==> src/rtl/link_pkg.sv <==
// link_pkg: shared types and frame constants for the link frame scheduler.
package link_pkg;
    typedef enum logic [2:0] {IDLE, ALIGN, SEND, WAIT_RX, CHECK, DONE} state_t;
    localparam int DATA_W = 8;
    localparam int CODE_W = 16;
    localparam int SIGN_W = $clog2(CODE_W);
    localparam logic [SIGN_W-1:0] FRAME_LAST = SIGN_W'(CODE_W - 1);
endpackage

==> src/rtl/link_frame_scheduler_if.sv <==
// link_frame_scheduler_if: requester, bit-timing and codec signals of the shared link.
interface link_frame_scheduler_if #(parameter int NUM_REQ = 4);
    import link_pkg::*;
    localparam int IW = $clog2(NUM_REQ);
    logic                      bit_tick;
    logic [SIGN_W-1:0]         sign_cnt;
    logic [NUM_REQ-1:0]        req;
    logic [NUM_REQ*DATA_W-1:0] req_data;
    logic [NUM_REQ-1:0]        grant;
    logic [DATA_W-1:0]         tx_data;
    logic                      tx_en;
    logic [DATA_W-1:0]         rx_data;
    logic                      rx_crc_ok;
    logic                      done;
    logic                      done_ok;
    logic [IW-1:0]             done_id;
    logic                      busy;
    modport master (
        input  bit_tick, sign_cnt, req, req_data, rx_data, rx_crc_ok,
        output grant, tx_data, tx_en, done, done_ok, done_id, busy
    );
    modport slave (
        output bit_tick, sign_cnt, req, req_data, rx_data, rx_crc_ok,
        input  grant, tx_data, tx_en, done, done_ok, done_id, busy
    );
endinterface

==> src/rtl/link_frame_scheduler_rr_arbiter.sv <==
// rr_arbiter: picks the first requester at or after pointer+1, wrapping modulo NUM_REQ.
module rr_arbiter #(
    parameter  int NUM_REQ = 4,
    localparam int IW      = $clog2(NUM_REQ)
) (
    input  logic [NUM_REQ-1:0] req,
    input  logic [IW-1:0]      pointer,
    output logic [NUM_REQ-1:0] grant,
    output logic [IW-1:0]      index
);
    logic [IW-1:0] j;
    // Scan farthest-first so the nearest candidate after the pointer is written last.
    always_comb begin
        grant = '0;
        index = '0;
        j     = '0;
        for (int k = NUM_REQ - 1; k >= 0; k--) begin
            j = IW'((int'(pointer) + 1 + k) % NUM_REQ);
            if (req[j]) begin
                grant = NUM_REQ'(1) << j;
                index = j;
            end
        end
    end
endmodule

==> src/rtl/link_frame_scheduler.sv <==
// link_frame_scheduler: round-robin owner of the CRC8/2FSK link, frame-aligned transmit
// with receive check and bounded retransmission.
module link_frame_scheduler
    import link_pkg::*;
#(
    parameter int NUM_REQ       = 4,
    parameter int MAX_RETRY     = 2,
    parameter int RX_LAG_FRAMES = 1
) (
    input  logic                   sys_clk,
    input  logic                   rst_n,
    link_frame_scheduler_if.master bus
);
    localparam int IW = $clog2(NUM_REQ);
    localparam int RW = MAX_RETRY > 0 ? $clog2(MAX_RETRY + 1) : 1;
    localparam int LW = $clog2(RX_LAG_FRAMES + 1);

    state_t             state;
    logic [IW-1:0]      pointer;
    logic [IW-1:0]      id;
    logic [DATA_W-1:0]  data_q;
    logic [RW-1:0]      retry_cnt;
    logic [LW-1:0]      lag_cnt;
    logic [NUM_REQ-1:0] arb_grant;
    logic [IW-1:0]      arb_index;
    logic               frame_end;
    logic               rx_ok;

    assign frame_end = bus.bit_tick & (bus.sign_cnt == FRAME_LAST);
    assign rx_ok     = bus.rx_crc_ok & (bus.rx_data == data_q);

    rr_arbiter #(.NUM_REQ(NUM_REQ)) u_arb (
        .req     (bus.req),
        .pointer (pointer),
        .grant   (arb_grant),
        .index   (arb_index)
    );

    always_ff @(posedge sys_clk or negedge rst_n) begin
        if (!rst_n) begin
            state       <= IDLE;
            pointer     <= '0;
            id          <= '0;
            data_q      <= '0;
            retry_cnt   <= '0;
            lag_cnt     <= '0;
            bus.grant   <= '0;
            bus.tx_data <= '0;
            bus.tx_en   <= 1'b0;
            bus.done    <= 1'b0;
            bus.done_ok <= 1'b0;
            bus.done_id <= '0;
            bus.busy    <= 1'b0;
        end else begin
            unique case (state)
                IDLE: if (|bus.req) begin
                    bus.grant <= arb_grant;
                    bus.busy  <= 1'b1;
                    id        <= arb_index;
                    data_q    <= bus.req_data[arb_index*DATA_W +: DATA_W];
                    state     <= ALIGN;
                end
                ALIGN: if (frame_end) begin
                    bus.tx_data <= data_q;
                    bus.tx_en   <= 1'b1;
                    state       <= SEND;
                end
                // Idle frames carry zero so the encoder never sees stale data.
                SEND: if (frame_end) begin
                    bus.tx_data <= '0;
                    bus.tx_en   <= 1'b0;
                    lag_cnt     <= LW'(RX_LAG_FRAMES);
                    state       <= WAIT_RX;
                end
                WAIT_RX: if (frame_end) begin
                    lag_cnt <= lag_cnt - 1'b1;
                    if (lag_cnt == LW'(1)) state <= CHECK;
                end
                CHECK: if (rx_ok || retry_cnt == RW'(MAX_RETRY)) begin
                    bus.done    <= 1'b1;
                    bus.done_ok <= rx_ok;
                    bus.done_id <= id;
                    bus.grant   <= '0;
                    bus.busy    <= 1'b0;
                    pointer     <= id;
                    retry_cnt   <= '0;
                    state       <= DONE;
                end else begin
                    retry_cnt <= retry_cnt + 1'b1;
                    state     <= ALIGN;
                end
                DONE: begin
                    bus.done <= 1'b0;
                    state    <= IDLE;
                end
                default: state <= IDLE;
            endcase
        end
    end
endmodule

==> src/flat_wrapper.sv <==
// flat-port wrapper written by rule: the top's interface ports become plain ports
module link_frame_scheduler_flat import link_pkg::*;
#(
    parameter int NUM_REQ       = 4,
    parameter int MAX_RETRY     = 2,
    parameter int RX_LAG_FRAMES = 1
)
  (sys_clk, rst_n, bus_bit_tick, bus_sign_cnt, bus_req, bus_req_data, bus_rx_data, bus_rx_crc_ok, bus_grant, bus_tx_data, bus_tx_en, bus_done, bus_done_ok, bus_done_id, bus_busy);
  link_frame_scheduler_if #(.NUM_REQ(NUM_REQ)) bus_i ();
  input  logic sys_clk;
  input  logic rst_n;
  input wire logic [$bits(bus_i.bit_tick)-1:0] bus_bit_tick;
  input wire logic [$bits(bus_i.sign_cnt)-1:0] bus_sign_cnt;
  input wire logic [$bits(bus_i.req)-1:0] bus_req;
  input wire logic [$bits(bus_i.req_data)-1:0] bus_req_data;
  input wire logic [$bits(bus_i.rx_data)-1:0] bus_rx_data;
  input wire logic [$bits(bus_i.rx_crc_ok)-1:0] bus_rx_crc_ok;
  output wire logic [$bits(bus_i.grant)-1:0] bus_grant;
  output wire logic [$bits(bus_i.tx_data)-1:0] bus_tx_data;
  output wire logic [$bits(bus_i.tx_en)-1:0] bus_tx_en;
  output wire logic [$bits(bus_i.done)-1:0] bus_done;
  output wire logic [$bits(bus_i.done_ok)-1:0] bus_done_ok;
  output wire logic [$bits(bus_i.done_id)-1:0] bus_done_id;
  output wire logic [$bits(bus_i.busy)-1:0] bus_busy;
  assign bus_i.bit_tick = bus_bit_tick;
  assign bus_i.sign_cnt = bus_sign_cnt;
  assign bus_i.req = bus_req;
  assign bus_i.req_data = bus_req_data;
  assign bus_i.rx_data = bus_rx_data;
  assign bus_i.rx_crc_ok = bus_rx_crc_ok;
  assign bus_grant = bus_i.grant;
  assign bus_tx_data = bus_i.tx_data;
  assign bus_tx_en = bus_i.tx_en;
  assign bus_done = bus_i.done;
  assign bus_done_ok = bus_i.done_ok;
  assign bus_done_id = bus_i.done_id;
  assign bus_busy = bus_i.busy;
  link_frame_scheduler #(.NUM_REQ(NUM_REQ), .MAX_RETRY(MAX_RETRY), .RX_LAG_FRAMES(RX_LAG_FRAMES)) u_core (.sys_clk(sys_clk), .rst_n(rst_n), .bus(bus_i));
endmodule
==> config.mk <==
export PLATFORM = sky130hd
export DESIGN_NAME = link_frame_scheduler_flat
export DESIGN_NICKNAME = d
export VERILOG_FILES = /design/src/rtl/link_pkg.sv /design/src/rtl/link_frame_scheduler_if.sv /design/src/rtl/link_frame_scheduler_rr_arbiter.sv /design/src/rtl/link_frame_scheduler.sv /design/src/flat_wrapper.sv
export SDC_FILE = /design/constraint.sdc
export NUM_CORES = 1
export LEC_CHECK = 0
export ABC_AREA = 1
export CAP_MARGIN = 20
export CORE_ASPECT_RATIO = 1.1
export CORE_MARGIN = 8
export CORE_UTILIZATION = 47
export DETAILED_ROUTE_END_ITERATION = 16
export PLACE_DENSITY = 0.86
export SLEW_MARGIN = 30
export SYNTH_ARGS = -nofsm -noshare
export SYNTH_HDL_FRONTEND = slang
export SYNTH_SLANG_ARGS = --single-unit
==> constraint.sdc <==
create_clock -name sys_clk -period 2.6 [get_ports sys_clk]
set_input_delay 0.39 -clock sys_clk [delete_from_list [all_inputs] [get_ports sys_clk]]
set_output_delay 0.39 -clock sys_clk [all_outputs]
set_load 0.01 [all_outputs]
==> impl_metrics.yaml <==
status:
  status: "finished, final reports clean"
timing:
  drv_slew: 0
  finalHoldViolCount: 0
  rsz0062_at_grt: "false"
  tightest_slew_ns: 0.414
  period_needed_ns: 2.34
  maxClockFrequency_ghz: 0.427
  finalSetupViolations: 0
  slew_headroom_pct: 72.4
  min_period_over_period_pct: 90.0
  finClkSkew_ns: 0.00764
  finalSetupTns_ns: 0
floorplanning:
  start_util_pct: 49.0
  rows: 26
  pin_count: 70
  die_area_mm2: 0.00738
  chipWidth_um: 82.7
  core_region_area_mm2: 0.00468
  die_y_um: 89.3
detailed_routing:
  drt-total-wl_um: 5890
  firstDrtPassIters: 4
  via_count: 2353
  ant_nets: 0
  routed_via_density: 5.08
  detail_route.iter0.violations: 97
  drcViolationCount: 0
  routedWlPerCell_um: 12.7
worst_hold_path:
  holdPathEnd: "u_core.bus.tx_en"
  min_path_cells: 2
  min_path_type: "reg -> reg"
  hp-start: "u_core.bus.tx_en"
flow_run:
  cap_viol_max_count: 0
critical_path:
  slowest_stage: "dfrtp_2"
  critPathCaptureType: "register"
  r2r-end: "u_core.data_q[1]"
  critPathLaunchType: "register"
  crit_path_frequent_cell: "nand2_2"
  crit_type: "reg -> reg"
  critPathTopFamily: "simple AND/OR/NAND/NOR gates"
  timing.critical_path.slowest_cell_delay_ns: 0.45
  critPathMaxFanout: 21
  critical_path_buf_inv_count: 2
  rr_worst_depth: 13
  r2r_start: "u_core.bus.done_id[0]"
  arrival_ns: 2.50
  ff2ff_setup_slack_ns: 0.26
  cp.required_ns: 2.77
  crit_chain: "inv_2 > ha_1 > nor2_2 > inv_1 > nand3_2 > nand2_4 > nand2_2 > nand2_2 > nand2_2 > nand2_4 > or2_2 > nand3_1 > nand3_1"
clock_network:
  cts_tree: "built"
  clk_path_buf_depth: 2
  insertion_delay_ns: 0.28
  clock-sinks: 34
  clkTransAtPathRegs_ns: 0.07
  cts_max_level: 2
  cts_hold_buf: 0
  cts_made_buffers: 5
  cts_root_buffer: "clkbuf_8"
power:
  power.total_w: 0.00250
  peakVddDrop_mv: 0.335
  p_leak_nw: 1.59
  power.density_mw_per_mm2: 803
placed_design:
  placed_area_mm2: 0.00303
  hpwl_um: 4750
  gp_congestion: 0.940
  portBuffers: 69
  dp.cells: 456
synth:
  syn_nets: 392
  yosysSeqAreaShare_pct: 37.0
  synth_cell_types: 30
  yosysWarningCount: 0
  syn-mean-instance-area_um2: 6.86
  netlist_area_mm2: 0.00230
  synth_seq_cells: 34
  netlist_instances: 335
cells_and_area:
  stdcell_count: 463
  fill_cells: 440
  seqCellArea_um2: 852
  final_nets: 464
  fin_util_pct: 66.3
  final_area_mm2: 0.00311
  antenna_cells: 0
  layout_common_cells: "90 x nand2_1, 69 x clkdlybuf4s50_1, 65 x inv_1"
  syn2layout_area_growth_pct: 35.2
  drive_above_1_share_pct: 7.62
  multiInputGateArea_mm2: 0.00114
  final_common_cell: "nand2_1"
grt:
  grtUsageTotal_pct: 17.0
  grt-ovfl-total: 0
  grt_pass1_wl_um: 10200
  grt_pass1_vias: 2408
  antenna_found_initial: 0
  grt_start_max_net_pins: 35
-- layer usage --
| layer | part of all wire [%] | vias to the layer above | routed length [µm] | track usage (%) |
|---|---|---|---|---|
| met5 | 0 | - | 0 | 0 |
| li1 | - | 1199 | - | - |
| met3 | 6.6 | 19 | 386 | 3.62 |
| met2 | 50 | 84 | 2940 | 29.5 |
| met1 | 41 | 1051 | 2400 | 19.4 |
| met4 | 2.9 | 0 | 169 | 7.69 |
-- flip-flops by register name, indices dropped and copies added (netlist names) --
signal              flops
u_core.bus.busy         1
u_core.data_q           8
u_core.bus.tx_data      8
u_core.retry_cnt        2
u_core.id               2
u_core.state            3
u_core.bus.tx_en        1
u_core.bus.grant        4
u_core.bus.done         1
u_core.bus.done_id      2
u_core.lag_cnt          1
u_core.bus.done_ok      1
-- power by group --
group          switching [W]  internal (W)  leakage [nW]
logic               0.000709      0.000569          1.13
clock network       0.000176      0.000184        0.0383
registers           0.000126      0.000732         0.423
-- worst max-delay path by stage --
stage,start,end,slack (ns),depth (start not counted)
after CTS,u_core.bus.done_id[0],u_core.data_q[1],0.18,13
after global placement,u_core.bus.done_id[0],u_core.data_q[1],0.28,13
after detailed placement,u_core.bus.done_id[0],u_core.data_q[1],0.21,13
final,u_core.bus.done_id[0],u_core.data_q[1],0.26,13
after floorplan,u_core.bus.done_id[0],u_core.data_q[3],0.51,14
after global routing,u_core.bus.done_id[0],u_core.data_q[1],0.07,13
-- stage by stage --
| stage | setup WS [ns] | hold slack (ns) |
|---|---|---|
| after global placement | 0.277 | 0.454 |
| after global routing | 0.0693 | 0.508 |
| after floorplan | 0.510 | 0.0944 |
| final | 0.261 | 0.477 |
| after CTS | 0.178 | 0.482 |
| after detailed placement | 0.206 | 0.467 |
-- cell type report --
type                       count  share of cell area, %
multi-input combinational    226                   36.7
sequential                    34                   27.4
timing repair buffer          72                   23.0
inverter                      68                   8.22
clock buffer                   7                   2.46
tap                           56                   2.26
-- kinds of logic (layout without fill, tap and decap cells) --
| logic type | count (synthesis) | in the layout | share of synthesized area (%) |
|---|---|---|---|
| simple gates | 178 | 178 | 35.7 |
| fa+ha+maj | 5 | 5 | 2.72 |
| xor+xnor | 3 | 3 | 1.14 |
| flops | 34 | 34 | 37.0 |
| buf+inv | 75 | 147 | 13.3 |
| compound gates | 40 | 40 | 10.1 |
-- timing repair --
item	in CTS	in global routing
buffers inserted	0	0
endpoints found under the setup margin	0	3
resized for setup	0	1
-- tightest hold or removal path: cells and delay by family, from the launching register on --
family        cells  cell delay (ns)
simple gates      2             0.11
flops             1             0.34
-- cells in the mapped netlist (all sizes together) --
master	count	share of area (%)
nand2	101	18
inv	68	11
nand3	52	12
dfrtp	34	37
o21ai	22	5.0
nor2	14	2.5
a21oi	6	1.3
buf	5	1.9
ha	5	2.7
or2	5	1.4
o22ai	4	1.1
nand4	3	0.82
nor3	3	0.65
clkbuf	2	0.33
o2111ai	2	0.76
o211ai	2	0.65
xor2	2	0.76
a21boi	1	0.33
a31oi	1	0.27
o31ai	1	0.33
o41ai	1	0.38
xnor2	1	0.38
Note: power is estimated with default switching activity, not from simulation.
==> edit 1: new RTL, same settings <==
`MAX_RETRY` is set to 2 in 2 places; all go to 1.
--- a/src/rtl/link_frame_scheduler.sv
+++ b/src/rtl/link_frame_scheduler.sv
@@ -4,7 +4,7 @@
     import link_pkg::*;
 #(
     parameter int NUM_REQ       = 4,
-    parameter int MAX_RETRY     = 2,
+    parameter int MAX_RETRY     = 1,
     parameter int RX_LAG_FRAMES = 1
 ) (
     input  logic                   sys_clk,
--- a/src/flat_wrapper.sv
+++ b/src/flat_wrapper.sv
@@ -2,7 +2,7 @@
 module link_frame_scheduler_flat import link_pkg::*;
 #(
     parameter int NUM_REQ       = 4,
-    parameter int MAX_RETRY     = 2,
+    parameter int MAX_RETRY     = 1,
     parameter int RX_LAG_FRAMES = 1
 )
   (sys_clk, rst_n, bus_bit_tick, bus_sign_cnt, bus_req, bus_req_data, bus_rx_data, bus_rx_crc_ok, bus_grant, bus_tx_data, bus_tx_en, bus_done, bus_done_ok, bus_done_id, bus_busy);
Check against the original RTL: not equivalent (Yosys sat finds a counterexample within 10 cycles, from zero or initial values and one cycle with rst_n low).
==> edit 1 against the unedited design <==
- fmax grew 1.4%
- setup slack better by 0.032 ns
- cell area up 0.89%
- non-clock buffer count shrank 1
- synthesized cell count fell by 1.2%
- routed wire length down 2.1%
- sequential share of layout area fell by 1.1 points
- sequential cell count is 1 lower
- die area shrank 0.23%
- area after synthesis shrank 0.27%
- total power increased by 50%
- critical endpoint is now u_core.data_q[7]
- largest power group unchanged
==> edit 1: results (changes against the unedited design) <==
Antenna diodes - 0 (unchanged)
Leak Pwr - 1.62 nW (was 1.59 nW)
Pin count of the biggest net entering global routing - 34 (was 35)
Adder-cell share of the synthesized area - 0.0218 (was 0.0272)
Internal power - 0.00196 W (was 0.00148 W)
H-tree depth - 2 (unchanged)
Hold EP - u_core.bus.grant[1] (was u_core.bus.tx_en)
Hold path cells - 2 (unchanged)
Commonest cells in the netlist - nand2_1, inv_1, nand3_1 (unchanged)
Filler cells - 427 (was 440)
Cts bufs inserted - 5 (unchanged)
Cells on worst reg2reg path - 11 (was 13)
Xor/xnor share of the synthesized area - 0.0115 (was 0.0114)
Worst Hold Launch - u_core.bus.grant[1] (was u_core.bus.tx_en)
CTS resizes - 0 (unchanged)
Arr. time, crit path - 2.46 ns (was 2.50 ns)
Result of the run - completed (unchanged)
Via Count - 2286 (was 2353)
Critical path startpoint - u_core.bus.done_id[0] (unchanged)
Critical path's slowest cell - dfrtp_1 (was dfrtp_2)
Net count after synthesis - 387 (was 392)
DP HPWL - 4630 um (was 4750 um)
Worst Setup EP - u_core.data_q[7] (was u_core.data_q[1])
Placement Cell Area - 3020 um2 (was 3030 um2)
Synth Area in Compound Gates - 0.0961 (was 0.101)
Port Buffers - 69 (unchanged)
Distinct cells, synth - 31 (was 30)
Nets - 460 (was 464)
Post-synthesis mux area share - 0 (unchanged)
GPL Wtd Cong - 0.847 (was 0.940)
Hold_ws - 0.470 ns (was 0.477 ns)
Initial DRC count - 85 (was 97)
Flop-to-flop setup slack - 0.29 ns (was 0.26 ns)
CP max FO - 18 (was 21)
Reg clk slew, reported paths - 0.07 ns (about the same)
Min cycle time layout - 2.31 ns (was 2.34 ns)
Async S/R FF share, synth - 1.00 (unchanged)
Top cells by area, synth - dfrtp_1, nand2_1, inv_1 (was dfrtp_1, nand2_1, nand3_1)
Layout Skew - 0.00411 ns (was 0.00764 ns)
Post-CTS Setup Bufs - 0 (unchanged)
Max IR drop VDD - 0.565 mV (was 0.335 mV)
Worst slew pin tran - 0.587 ns (was 0.414 ns)
Synth Warn # - 0 (unchanged)
Sequential fraction of the synthesis area - 0.360 (was 0.370)
Root buffer cell - clkbuf_8 (unchanged)
Drt wl/cell - 12.5 um (was 12.7 um)
First-pass GRT wire length - 9670 um (was 10200 um)
Initial antenna violation count - 0 (unchanged)
Ys flop type - dfrtp_1 (unchanged)
Dpl ws - 0.269 ns (was 0.206 ns)
Vias in the first global route - 2238 (was 2408)
Largest family of logic cells by synthesized area - simple AND/OR/NAND/NOR gates (unchanged)
Layout cells sized above 1 - 0.0889 (was 0.0762)
Total track usage - 0.163 (was 0.170)
Worst-Skew Late Latency - 0.28 ns (about the same)
CP max stage delay - 0.53 ns (was 0.45 ns)
-- edit 1: layout make-up --
type                    count  share of cell area
clock buffers               7              0.0275
multi-input cells         227               0.372
flip-flops and latches     33               0.263
well taps                  56              0.0224
clock inverters             1             0.00958
repair buffers             71               0.225
inverters                  66              0.0798
-- edit 1: logic make-up (layout without fill, tap and decap cells) --
kind of cell | after synthesis | count (layout)
compound gates | 36 | 36
buf+inv | 71 | 145
xor+xnor | 3 | 3
simple gates | 184 | 184
flops | 33 | 33
fa+ha+maj | 4 | 4
-- edit 1: power by group through the flow --
stage	combinational, W	clock (W)	sequential [W]
global placement	0.00227	0	0.000904
floorplan	0.00177	0	0.000927
global route	0.00266	0.000523	0.000940
detailed placement	0.00233	0	0.000914
finish	0.00234	0.000487	0.000909
CTS	0.00234	0.000495	0.000908
-- edit 1: per-layer routing --
| metal | wire length (um) | part of all wire | vias to the layer above | GRT usage |
|---|---|---|---|---|
| met5 | 0 | 0 | - | 0 |
| met4 | 40 | 0.0069 | 0 | 0.0377 |
| met3 | 461 | 0.080 | 4 | 0.0523 |
| met2 | 2820 | 0.49 | 66 | 0.279 |
| met1 | 2450 | 0.42 | 1026 | 0.193 |
| li1 | - | - | 1190 | - |
-- edit 1: through the flow --
stage / std cells / util
after floorplan: 331 / -
after global placement: 453 / 0.644
after detailed placement: 453 / 0.644
after CTS: 461 / 0.669
after global routing: 461 / 0.669
final: 461 / 0.669
-- edit 1: tightest hold or removal path: cells and delay by family, from the launching register on --
kind | cells | cell delay, ns
DFF | 1 | 0.34
and+or+nand+nor | 2 | 0.09
==> edit 2: new RTL, same flow settings <==
Made on the original files. The 6 states of `state_t` get a Gray code encoding in 3 bits.
--- a/src/rtl/link_pkg.sv
+++ b/src/rtl/link_pkg.sv
@@ -1,6 +1,6 @@
 // link_pkg: shared types and frame constants for the link frame scheduler.
 package link_pkg;
-    typedef enum logic [2:0] {IDLE, ALIGN, SEND, WAIT_RX, CHECK, DONE} state_t;
+    typedef enum logic [2:0] {IDLE = 3'b000, ALIGN = 3'b001, SEND = 3'b011, WAIT_RX = 3'b010, CHECK = 3'b110, DONE = 3'b111} state_t;
     localparam int DATA_W = 8;
     localparam int CODE_W = 16;
     localparam int SIGN_W = $clog2(CODE_W);
Formal check against the unedited RTL: no difference found for any inputs over 10 cycles, from zero or initial values and one cycle with rst_n low; not proved beyond that.
==> edit 2 against the unedited design <==
- routed wire length up 2.8%
- final cell count increased by 0.43%
- sequential power is 5.1% lower
- sequential cell count stayed put
- setup slack improved by 0.017 ns
- total power shrank 20%
- largest power group unchanged
- global-route usage down 0.65 points
- area after synthesis grew 3.9%
- fmax increased by 0.74%
- cell area is 2.5% higher
- synthesized cell count grew 0.30%
==> edit 2: results (changes against the unedited design) <==
Vias in the first global route - 2389 (was 2408)
Layout cells sized above 1 - 0.0860 (was 0.0762)
Layout Skew - 0.00400 ns (was 0.00764 ns)
Met1 Use GR - 0.199 (was 0.194)
Worst slew pin tran - 0.488 ns (was 0.414 ns)
Arr. time, crit path - 2.49 ns (was 2.50 ns)
Cells on worst reg2reg path - 12 (was 13)
Distinct cells, synth - 34 (was 30)
Worst Hold Launch - u_core.data_q[7] (was u_core.bus.tx_en)
Commonest cells in the netlist - nand2_1, inv_1, nand3_1 (unchanged)
Sequential fraction of the synthesis area - 0.357 (was 0.370)
Drt first pass iters - 5 (was 4)
Met3 Usage GRT - 0.0442 (was 0.0362)
Total track usage - 0.164 (was 0.170)
Total Power - 0.00200 W (was 0.00250 W)
Flop pwr share - 0.407 (was 0.344)
Min cycle time layout - 2.32 ns (was 2.34 ns)
Antenna diodes - 0 (unchanged)
Dpl ws - 0.290 ns (was 0.206 ns)
CP max stage delay - 0.65 ns (was 0.45 ns)
P&R area growth vs syn - 33.5% (was 35.2%)
Drt total wl - 6050 um (was 5890 um)
Placement Cell Area - 3110 um2 (was 3030 um2)
Max IR drop VDD - 0.260 mV (was 0.335 mV)
Switching power - 0.000718 W (was 0.00101 W)
Drt wl/cell - 13.0 um (was 12.7 um)
M1 WL - 2600 um (was 2400 um)
GPL Wtd Cong - 0.929 (was 0.940)
Placed Cells incl. Taps - 458 (was 456)
Mean post-synth cell area - 7.10 um2 (was 6.86 um2)
Critical path's slowest cell - dfrtp_1 (was dfrtp_2)
Combinational share of power - 0.408 (was 0.512)
Worst Setup EP - u_core.data_q[5] (was u_core.data_q[1])
Post-CTS Setup Bufs - 0 (unchanged)
Net count after synthesis - 393 (was 392)
Met2 Use GR - 0.265 (was 0.295)
CP max FO - 23 (was 21)
Top Metal Used - met4 (unchanged)
Met2 routed WL - 2890 um (was 2940 um)
Initial DRC count - 145 (was 97)
First-pass GRT wire length - 10700 um (was 10200 um)
Top cells by area, synth - dfrtp_1, nand2_1, nand3_1 (unchanged)
Met3 wire length - 427 um (was 386 um)
DP HPWL - 4840 um (was 4750 um)
Filler cells - 434 (was 440)
Via Count - 2372 (was 2353)
Result of the run - completed (unchanged)
Leak Pwr - 1.58 nW (was 1.59 nW)
Flop-to-flop setup slack - 0.28 ns (was 0.26 ns)
==> edit 2: cell families after synthesis <==
family          Yosys count  synth area share
simple gates            176             0.360
buf+inv                  71             0.132
compound gates           47             0.114
flops                    34             0.357
fa+ha+maj                 5            0.0262
xor+xnor                  3            0.0110
==> edit 2: tightest hold or removal path, stage by stage, from the launching register on <==
cell and delay [ns]:
dfrtp_1 0.34, nand2_1 0.05, nand2_1 0.05
==> edit 2: cell type report <==
| cell class | instances | area share |
|---|---|---|
| clock buffers | 7 | 0.0240 |
| repair buffers | 73 | 0.226 |
| inverters | 62 | 0.0770 |
| multi-input cells | 231 | 0.383 |
| well taps | 58 | 0.0228 |
| flip-flops and latches | 34 | 0.267 |
==> edit 2: how the worst min path moves through the flow <==
stage	end	slack, ns	cells after the start
after floorplan	u_core.bus.busy	0.09	0
after global placement	u_core.bus.busy	0.46	2
after detailed placement	u_core.data_q[7]	0.47	2
after CTS	u_core.data_q[7]	0.48	2
after global routing	u_core.data_q[7]	0.50	2
final	u_core.data_q[7]	0.48	2
